`src/rtl/pythag_pkg.sv`:
```
// ---------------------------------------------------------------------------
// pythag_pkg
// Shared definitions for the Pythagorean datapath blocks (hypotenuse unit
// and leg solver).
//   - pythag_state_t : control FSM states used by the iterative engines
//   - PYTH_WIDTH     : default operand width for C, A, B
//   - PYTH_CNT_W     : iteration counter width for the default width
// ---------------------------------------------------------------------------
package pythag_pkg;

    localparam int PYTH_WIDTH = 8;
    localparam int PYTH_CNT_W = $clog2(PYTH_WIDTH);

    typedef enum logic [1:0] {
        IDLE = 2'd0,
        LOAD = 2'd1,
        ROOT = 2'd2,
        FIN  = 2'd3
    } pythag_state_t;

endpackage

```
`src/rtl/isqrt_step.sv`:
```
// ---------------------------------------------------------------------------
// isqrt_step
// One purely combinational step of a restoring digit-by-digit square root.
// Shared by the hypotenuse and leg-solver datapaths.
//   i_rem   [WIDTH+1:0] : partial remainder from the previous step
//   i_root  [WIDTH-1:0] : partial root from the previous step
//   i_bits  [1:0]       : next two radicand bits (MSB pair first)
//   o_rem   [WIDTH+1:0] : updated remainder
//   o_root  [WIDTH-1:0] : updated root (one new bit shifted in at the LSB)
// ---------------------------------------------------------------------------
module isqrt_step #(
    parameter int WIDTH = 8
) (
    input  logic [WIDTH+1:0] i_rem,
    input  logic [WIDTH-1:0] i_root,
    input  logic [1:0]       i_bits,
    output logic [WIDTH+1:0] o_rem,
    output logic [WIDTH-1:0] o_root
);

    logic [WIDTH+3:0] w_shift;
    logic [WIDTH+3:0] w_trial;
    logic             w_ge;

    // The remainder never exceeds 2*root, so the two bits shifted off the top
    // are always zero; keeping the full-width view costs nothing and keeps
    // the compare exact.
    always_comb begin
        w_shift = {i_rem, i_bits};
        w_trial = {2'b00, i_root, 2'b01};
        w_ge    = (w_shift >= w_trial);
        o_rem   = w_ge ? (WIDTH+2)'(w_shift - w_trial) : w_shift[WIDTH+1:0];
        o_root  = {i_root[WIDTH-2:0], w_ge};
    end

endmodule

```
`src/rtl/pythag_leg_solver.sv`:
```
// ---------------------------------------------------------------------------
// pythag_leg_solver
// Computes the missing leg B = floor(sqrt(C*C - A*A)) of a right triangle
// with an iterative restoring square root, one result bit per clock.
//   clk    : system clock, rising edge
//   rst    : synchronous active-high reset
//   start  : request pulse, only looked at while idle
//   c_in   : hypotenuse C (unsigned, WIDTH bits)
//   a_in   : known leg A (unsigned, WIDTH bits)
//   busy   : high while a request is being worked on
//   done   : one-cycle pulse when b_out/err are updated
//   b_out  : computed leg B, held until the next done
//   err    : set when A > C, held until the next done
// ---------------------------------------------------------------------------
module pythag_leg_solver
    import pythag_pkg::*;
#(
    parameter int WIDTH = PYTH_WIDTH
) (
    input  logic             clk,
    input  logic             rst,
    input  logic             start,
    input  logic [WIDTH-1:0] c_in,
    input  logic [WIDTH-1:0] a_in,
    output logic             busy,
    output logic             done,
    output logic [WIDTH-1:0] b_out,
    output logic             err
);

    localparam int CNT_W = $clog2(WIDTH);
    localparam int RAD_W = 2 * WIDTH;

    pythag_state_t r_state;
    pythag_state_t w_next;

    logic [WIDTH-1:0] r_c;
    logic [WIDTH-1:0] r_a;
    logic [RAD_W-1:0] r_rad;
    logic [WIDTH+1:0] r_rem;
    logic [WIDTH-1:0] r_root;
    logic [CNT_W-1:0] r_cnt;
    logic             r_err_pend;
    logic             r_busy;
    logic             r_done;
    logic [WIDTH-1:0] r_b;
    logic             r_err;

    logic             w_a_gt_c;
    logic [RAD_W-1:0] w_csq;
    logic [RAD_W-1:0] w_asq;
    logic [WIDTH+1:0] w_rem_nxt;
    logic [WIDTH-1:0] w_root_nxt;
    logic             w_last;

    // Squares and the error test work on the operands latched at accept,
    // so later changes on c_in/a_in cannot disturb a running computation.
    always_comb begin
        w_a_gt_c = (r_a > r_c);
        w_csq    = RAD_W'(r_c) * RAD_W'(r_c);
        w_asq    = RAD_W'(r_a) * RAD_W'(r_a);
        w_last   = (r_cnt == CNT_W'(WIDTH - 1));
    end

    isqrt_step #(
        .WIDTH (WIDTH)
    ) u_step (
        .i_rem  (r_rem),
        .i_root (r_root),
        .i_bits (r_rad[RAD_W-1:RAD_W-2]),
        .o_rem  (w_rem_nxt),
        .o_root (w_root_nxt)
    );

    // State register.
    always_ff @(posedge clk) begin
        if (rst) begin
            r_state <= IDLE;
        end else begin
            r_state <= w_next;
        end
    end

    // Next-state logic: the error case skips the root loop entirely, and
    // the loop leaves after the last of WIDTH steps.
    always_comb begin
        w_next = r_state;
        case (r_state)
            IDLE: if (start) w_next = LOAD;
            LOAD: w_next = w_a_gt_c ? FIN : ROOT;
            ROOT: if (w_last) w_next = FIN;
            FIN:  w_next = IDLE;
            default: w_next = IDLE;
        endcase
    end

    // Datapath and output registers. done is a single-cycle pulse, so it
    // defaults low every cycle; b_out and err only move in FIN.
    always_ff @(posedge clk) begin
        if (rst) begin
            r_c        <= '0;
            r_a        <= '0;
            r_rad      <= '0;
            r_rem      <= '0;
            r_root     <= '0;
            r_cnt      <= '0;
            r_err_pend <= 1'b0;
            r_busy     <= 1'b0;
            r_done     <= 1'b0;
            r_b        <= '0;
            r_err      <= 1'b0;
        end else begin
            r_done <= 1'b0;
            case (r_state)
                IDLE: begin
                    if (start) begin
                        r_c    <= c_in;
                        r_a    <= a_in;
                        r_busy <= 1'b1;
                    end
                end
                LOAD: begin
                    r_err_pend <= w_a_gt_c;
                    r_rad      <= w_a_gt_c ? '0 : (w_csq - w_asq);
                    r_rem      <= '0;
                    r_root     <= '0;
                    r_cnt      <= '0;
                end
                ROOT: begin
                    r_rem  <= w_rem_nxt;
                    r_root <= w_root_nxt;
                    r_rad  <= r_rad << 2;
                    r_cnt  <= r_cnt + CNT_W'(1);
                end
                FIN: begin
                    r_b    <= r_err_pend ? '0 : r_root;
                    r_err  <= r_err_pend;
                    r_done <= 1'b1;
                    r_busy <= 1'b0;
                end
                default: ;
            endcase
        end
    end

    assign busy  = r_busy;
    assign done  = r_done;
    assign b_out = r_b;
    assign err   = r_err;

endmodule

```
`config.mk`:
```
export PLATFORM = sky130hd
export DESIGN_NAME = pythag_leg_solver
export DESIGN_NICKNAME = d
export VERILOG_FILES = /design/src/rtl/pythag_pkg.sv /design/src/rtl/isqrt_step.sv /design/src/rtl/pythag_leg_solver.sv
export SDC_FILE = /design/constraint.sdc
export NUM_CORES = 1
export LEC_CHECK = 0
export CORE_UTILIZATION = 57
export DETAILED_ROUTE_END_ITERATION = 10
export PLACE_DENSITY = 0.78
export SLEW_MARGIN = 20
export SYNTH_ARGS = -nofsm -noshare
export SYNTH_HDL_FRONTEND = slang
export SYNTH_SLANG_ARGS = --single-unit
```
`constraint.sdc`:
```
create_clock -name clk -period 5.13 [get_ports clk]
set_input_delay 1.026 -clock clk [delete_from_list [all_inputs] [get_ports clk]]
set_output_delay 1.026 -clock clk [all_outputs]
set_load 0.005 [all_outputs]
```
* Yosys cells after proc, flatten, opt, wreduce, memory -nomap -nowiden
Index checks and enable logic that the tools add are counted.
** Operators by class
- $add $sub $neg :: 3
- $mul :: 2
- Order comparisons :: 2
- Equality and inequality tests :: 6
- Muxes and demuxes :: 14
- Reduce and logical (&&, ||, !) cells :: 6
** Operators by type and width (count)
- $mul A8 B8 Y16 :: 2
- $pmux W16 S2 :: 1
- $pmux W10 S2 :: 1
- $mux W16 :: 1
- $pmux W8 S2 :: 1
- $sub A16 B16 Y16 :: 1
- $ge A12 B10 Y1 :: 1
- $mux W10 :: 1
- $sub A10 B10 Y10 :: 1
- $gt A8 B8 Y1 :: 1
- $mux W8 :: 1
- $pmux W2 S4 :: 1
- $pmux W3 S2 :: 1
- $reduce_and A2 Y1 :: 3
- $eq A2 B2 Y1 const B :: 2
- $mux W2 :: 2
- $ne A2 B2 Y1 const B :: 2
- $reduce_bool A2 Y1 :: 2
- $add A3 B1 Y3 const B :: 1
- $eq A3 B3 Y1 const B :: 1
- $mux W1 :: 3
- $eq A2 B1 Y1 const B :: 1
- $logic_not A2 Y1 :: 1
- $pmux W1 S2 :: 1
** Storage, ports and cells
- Bits in registers :: 67
- Output and inout bits :: 11
- Logic and storage cells :: 45

* Logic depth before layout (Yosys ltp)
- Depth after elaboration :: 4
- Gate-level depth with buffers :: 22
- Mapped depth without buffers :: 21

* Cells and area by module
A second synthesis with hierarchy kept.
** Second synthesis, totals
- Cells, all modules :: 865
- Area, all modules :: 7178.1 µm²
** By module, submodules not included
- pythag_leg_solver :: instances 1, cells an instance 776, area each 6491.2 µm², sequential area each 1341.3 µm²
- isqrt_step :: instances 1, cells an instance 89, area each 686.9 µm², sequential area each 0.0 µm²

* Least setup slack after synthesis
Ideal clock, no wire load.
- Kind :: reg2reg
- From :: register r_c[0]
- To :: register r_rad[15]
- Library setup time :: 0.130 ns
- Arrival :: 5.347 ns
- Data required time :: 5.000 ns
- Path slack :: -0.347 ns
- Stages on the path, launching flop included :: 19
- Clock period less this slack :: 5.477 ns
- Path through :: dfxtp_1 clkbuf_1 nand2_1 fa_1 fa_1 inv_1 fa_1 fa_1 fa_1 inv_1 fa_1 inv_1 ha_1 nand3_1 o22ai_1 o41ai_1 o221ai_1 xnor2_1 o22ai_1
** Between the ends
- Cells in the longest elaborated chain, start to end :: 4
- Elaborated cells on any way between the ends :: 5
- Classes of those cells :: add/sub (1); mul (1); order compare (1); mux (2)
** Ends and longest elaborated chain
- start: declaration :: line pythag_leg_solver.sv:37 : logic [WIDTH-1:0] r_c;
- start signal: assignment :: line pythag_leg_solver.sv:117 : r_c <= c_in;
- $mul A8 B8 Y16 :: line pythag_leg_solver.sv:60 : w_csq = RAD_W'(r_c) * RAD_W'(r_c);
- $sub A16 B16 Y16 :: line pythag_leg_solver.sv:124 : r_rad <= w_a_gt_c ? '0 : (w_csq - w_asq);
- $mux W16 (*) :: line pythag_leg_solver.sv:124
- $pmux W16 S2 (*) :: line pythag_leg_solver.sv:114 : case (r_state)
- end signal: assignment :: line pythag_leg_solver.sv:124
- end signal: assignment :: line pythag_leg_solver.sv:132 : r_rad <= r_rad << 2;
- end: declaration :: line pythag_leg_solver.sv:39 : logic [RAD_W-1:0] r_rad;
Every way passes the cells marked *; elsewhere a longest branch is shown, timed or not.
A chain may end at the register's enable or synchronous reset.

* Worst setup path in the final report
- From :: register r_c[5]
- To :: register r_rad[15]
Same word-level chain as after synthesis.

==> impl_results.md <==
* Cts bufs inserted at 9
* Worst-path fanout max at 4
* Clock tree buffer depth at 2
* Design area at 8300 sq um
* RSZ-0062 raised after global routing: yes
* Worst-margin pin slew at 0.926 ns
* Synth area leader: fa_1
* Worst Hold Class: flop to flop
* Compound-Gate Fraction of Synth Area at 0.119
* Slowest library cell on the worst path: fa_2
* Top cell type's share of synthesized area at 0.229
* Placed cell count at 1,013
* Layout Nets at 1,062
* CTS tree: yes
* Crit path buf inv count at 7
* Worst-path clk slew at 0.06 ns
* Simple-gate share of the synthesized area at 0.163
* Final Slew Violations at 0
* CTS sink cnt at 67
* Synth cell types at 49
* Die Y at 112 microns
* Max-slew headroom at 0.382
* WP data required at 5.34 ns
* DPL Wire Length at 12.4 mm
* Largest family of logic cells by synthesized area: adder cells
* Arrival time worst endpoint at roughly 5.4 ns
* Netlist Area Pre-Place at 6900 sq um
* Mapped Cells at between 800 and 900
* Gr usage total at 0.275
* Failing checks: design-rule violations, negative setup slack
* Drt pass-1 iters at 8
* Synth Warn # at 0
* Synth area leaders: fa_1 (23%), dfxtp_1 (19%), ha_1 (14%)
* Sequential share of the synthesized area at 0.194
* Core ar. at between 10,000 and 15,000 sq um
* Placed Instance Area at approximately 7600 sq um
* Worst path cell trace: buf_6, inv_4, nor2_4, fa_1, inv_2, fa_2, inv_2, fa_1, fa_2, fa_1, inv_1, fa_1, inv_2, ha_4, nor2_2, nor2_2, o41ai_4, buf_6, o221ai_4, xnor2_1, o22ai_1
* I/O Pins at 30
* Number of synthesized flops with an enable pin at 0
* Initial antenna violation count at 0
* Final worst slack at -0.0331 ns
* Xor and xnor fraction of the mapped netlist area at 0.0317
* Max H-tree Level at 3
* Flops & latches, synth at 67
* Grt ovf at 0
* Most used cell, CP: fa_1
* Via/cell ratio at 5.56
* DRC at 1
* Die extent in x at 112 microns
* Fmax at 194 MHz
* Mux contribution to synthesized area at 0.0161
* Clk_skew at 0.00471 ns
* Slowest stage delay, CP at 0.56 ns
* PortBufs at 29
* Worst setup path start: r_c[5]
* Routed WL per cell at 16.5 microns
* Die Area at 12,500 sq um
* Post-Synth Adder-Cell Area at 0.371
* Clk_lat worst skew at 0.34 ns
* DP Worst Slack at -0.102 ns
* Routed Antenna Nets at 0
* Reg2reg start: r_c[5]
* Ys flop type: dfxtp_1
* Min-delay src: b_out[3]
* Final Hold Violating Endpoints at 0
* Diodes inserted at 0
* Via count at 5,753
* Vias in the first global route at 5,980
* # fillers at slightly above 800
* Fraction of layout cells with a size suffix above 1 at 0.162
* Top delay family on crit path: adder cells
* CP startpoint kind: flop
* Final setup violation count at 3
* Status: finished, violations left
* Largest net degree at the start of global routing at 57
* Root Buffer: clkbuf_16
* Tcrit/Tclk final at 1.01
* Initial Util at 0.594
* Tmin final at 5.16 ns
* Commonest non-fill, non-tap cell in the layout: inv_1
* First-pass GRT wire length at 27.4 mm
* Max cap viols at 0
* Iter 0 DRT Violations at 398
* Row count at 39
* Post-Syn Area per Cell at 8.36 sq um
* Most frequent cells in the layout: inv_1 (146), nand2_1 (89), fa_1 (72), ha_1 (72), a21oi_1 (58)
* Worst setup EP type: flop
* Routed WL at 17.1 mm
* Ys async rst share at 0
* Hold_buf cts at 0
* Final weighted congestion in routability-driven placement at a little over 0.9
* Area growth, synth to finish at 20.2%
* Final Non-Filler Cells at roughly 1,000
* Crit Path Class: flop to flop
* Synthesized Nets at 1,001
## Yosys cell counts (all sizes together) (2+ instances only)
cell	n
o21ai	24
xor2	5
ha	78
dfxtp	67
clkbuf	32
buf	3
o22ai	10
nand3	21
nand3b	9
nand2b	31
a211oi	6
a31oi	9
o21a	4
nand2	94
inv	155
nor2b	13
and4	2
nor3	7
and3	3
or3	2
nor2	41
xnor2	20
fa	79
and2	8
nand4	3
a21o	5
a21oi	64
o21bai	5
o211ai	2
mux2i	10
## flip-flops by register name, summed over array words and instances (netlist names)
register and flops:
r_rad 16, r_rem 10, b_out 8, r_a 8, r_c 8, r_root 8, r_cnt 3, r_state 2
busy 1, done 1, err 1, r_err_pend 1
## worst paths after layout
path,endpoint,slack (ns),cells after the start
setup / recovery,r_rad[15],-0.03,21
hold / removal,b_out[3],0.47,2
setup reg to reg,r_rad[15],-0.03,21
hold reg to reg,b_out[3],0.47,2
## per-stage QoR
| stage | setup TNS, ns | util | hold WS, ns |
|---|---|---|---|
| final | -0.0424 | 0.714 | 0.471 |
| after global routing | -0.818 | 0.714 | 0.489 |
| after CTS | 0 | 0.694 | 0.475 |
| after detailed placement | -0.402 | 0.656 | 0.465 |
| after global placement | -0.0340 | 0.656 | 0.455 |
| after floorplan | -0.0611 | - | 0.442 |
## worst register-to-register path, delay by kind of cell (launching register included)
kind	cells	cell delay, ns
AND/OR/NAND/NOR	3	0.24
XOR/XNOR	1	0.15
flip-flops	1	0.35
adder cells (fa/ha/maj)	7	3.39
AO/OA/AOI/OAI	3	0.37
buffers and inverters	7	0.52
## area by class of cell
type / count / area, sq um / share of cell area
clock buffer: 9 / 225 / 0.0271
clock inverter: 7 / 81.3 / 0.00980
inverter: 155 / 587 / 0.0707
multi-input combinational: 568 / 5110 / 0.616
sequential: 67 / 1380 / 0.166
tap: 143 / 179 / 0.0216
timing repair buffer: 85 / 732 / 0.0882
## metal layers
metal | GRT usage | part of all wire | vias to the layer above
met2 | 0.480 | 0.51 | 175
met5 | 0 | 0 | -
met1 | 0.352 | 0.42 | 2806
met3 | 0.0297 | 0.049 | 35
met4 | 0.107 | 0.023 | 0
li1 | - | - | 2737
## cell families (layout without fill, tap and decap cells)
family,Yosys count,count (layout)
simple gates,236,236
buf+inv,190,256
fa+ha+maj,157,157
compound gates,138,138
flops,67,67
xor+xnor,25,25
mux,11,11
other cells,1,1
## what timing repair did
item | 4_1_cts | 5_1_grt
setup endpoints to repair | 7 | 8
pin swaps | 14 | 34
gates resized for setup | 31 | 59
hold endpoints to repair | 0 | 0
buffers inserted | 2 | 5
Power is left out: the tool's default activity adds up to more than one toggle a clock period on the data nets, which glitch-free logic cannot reach.
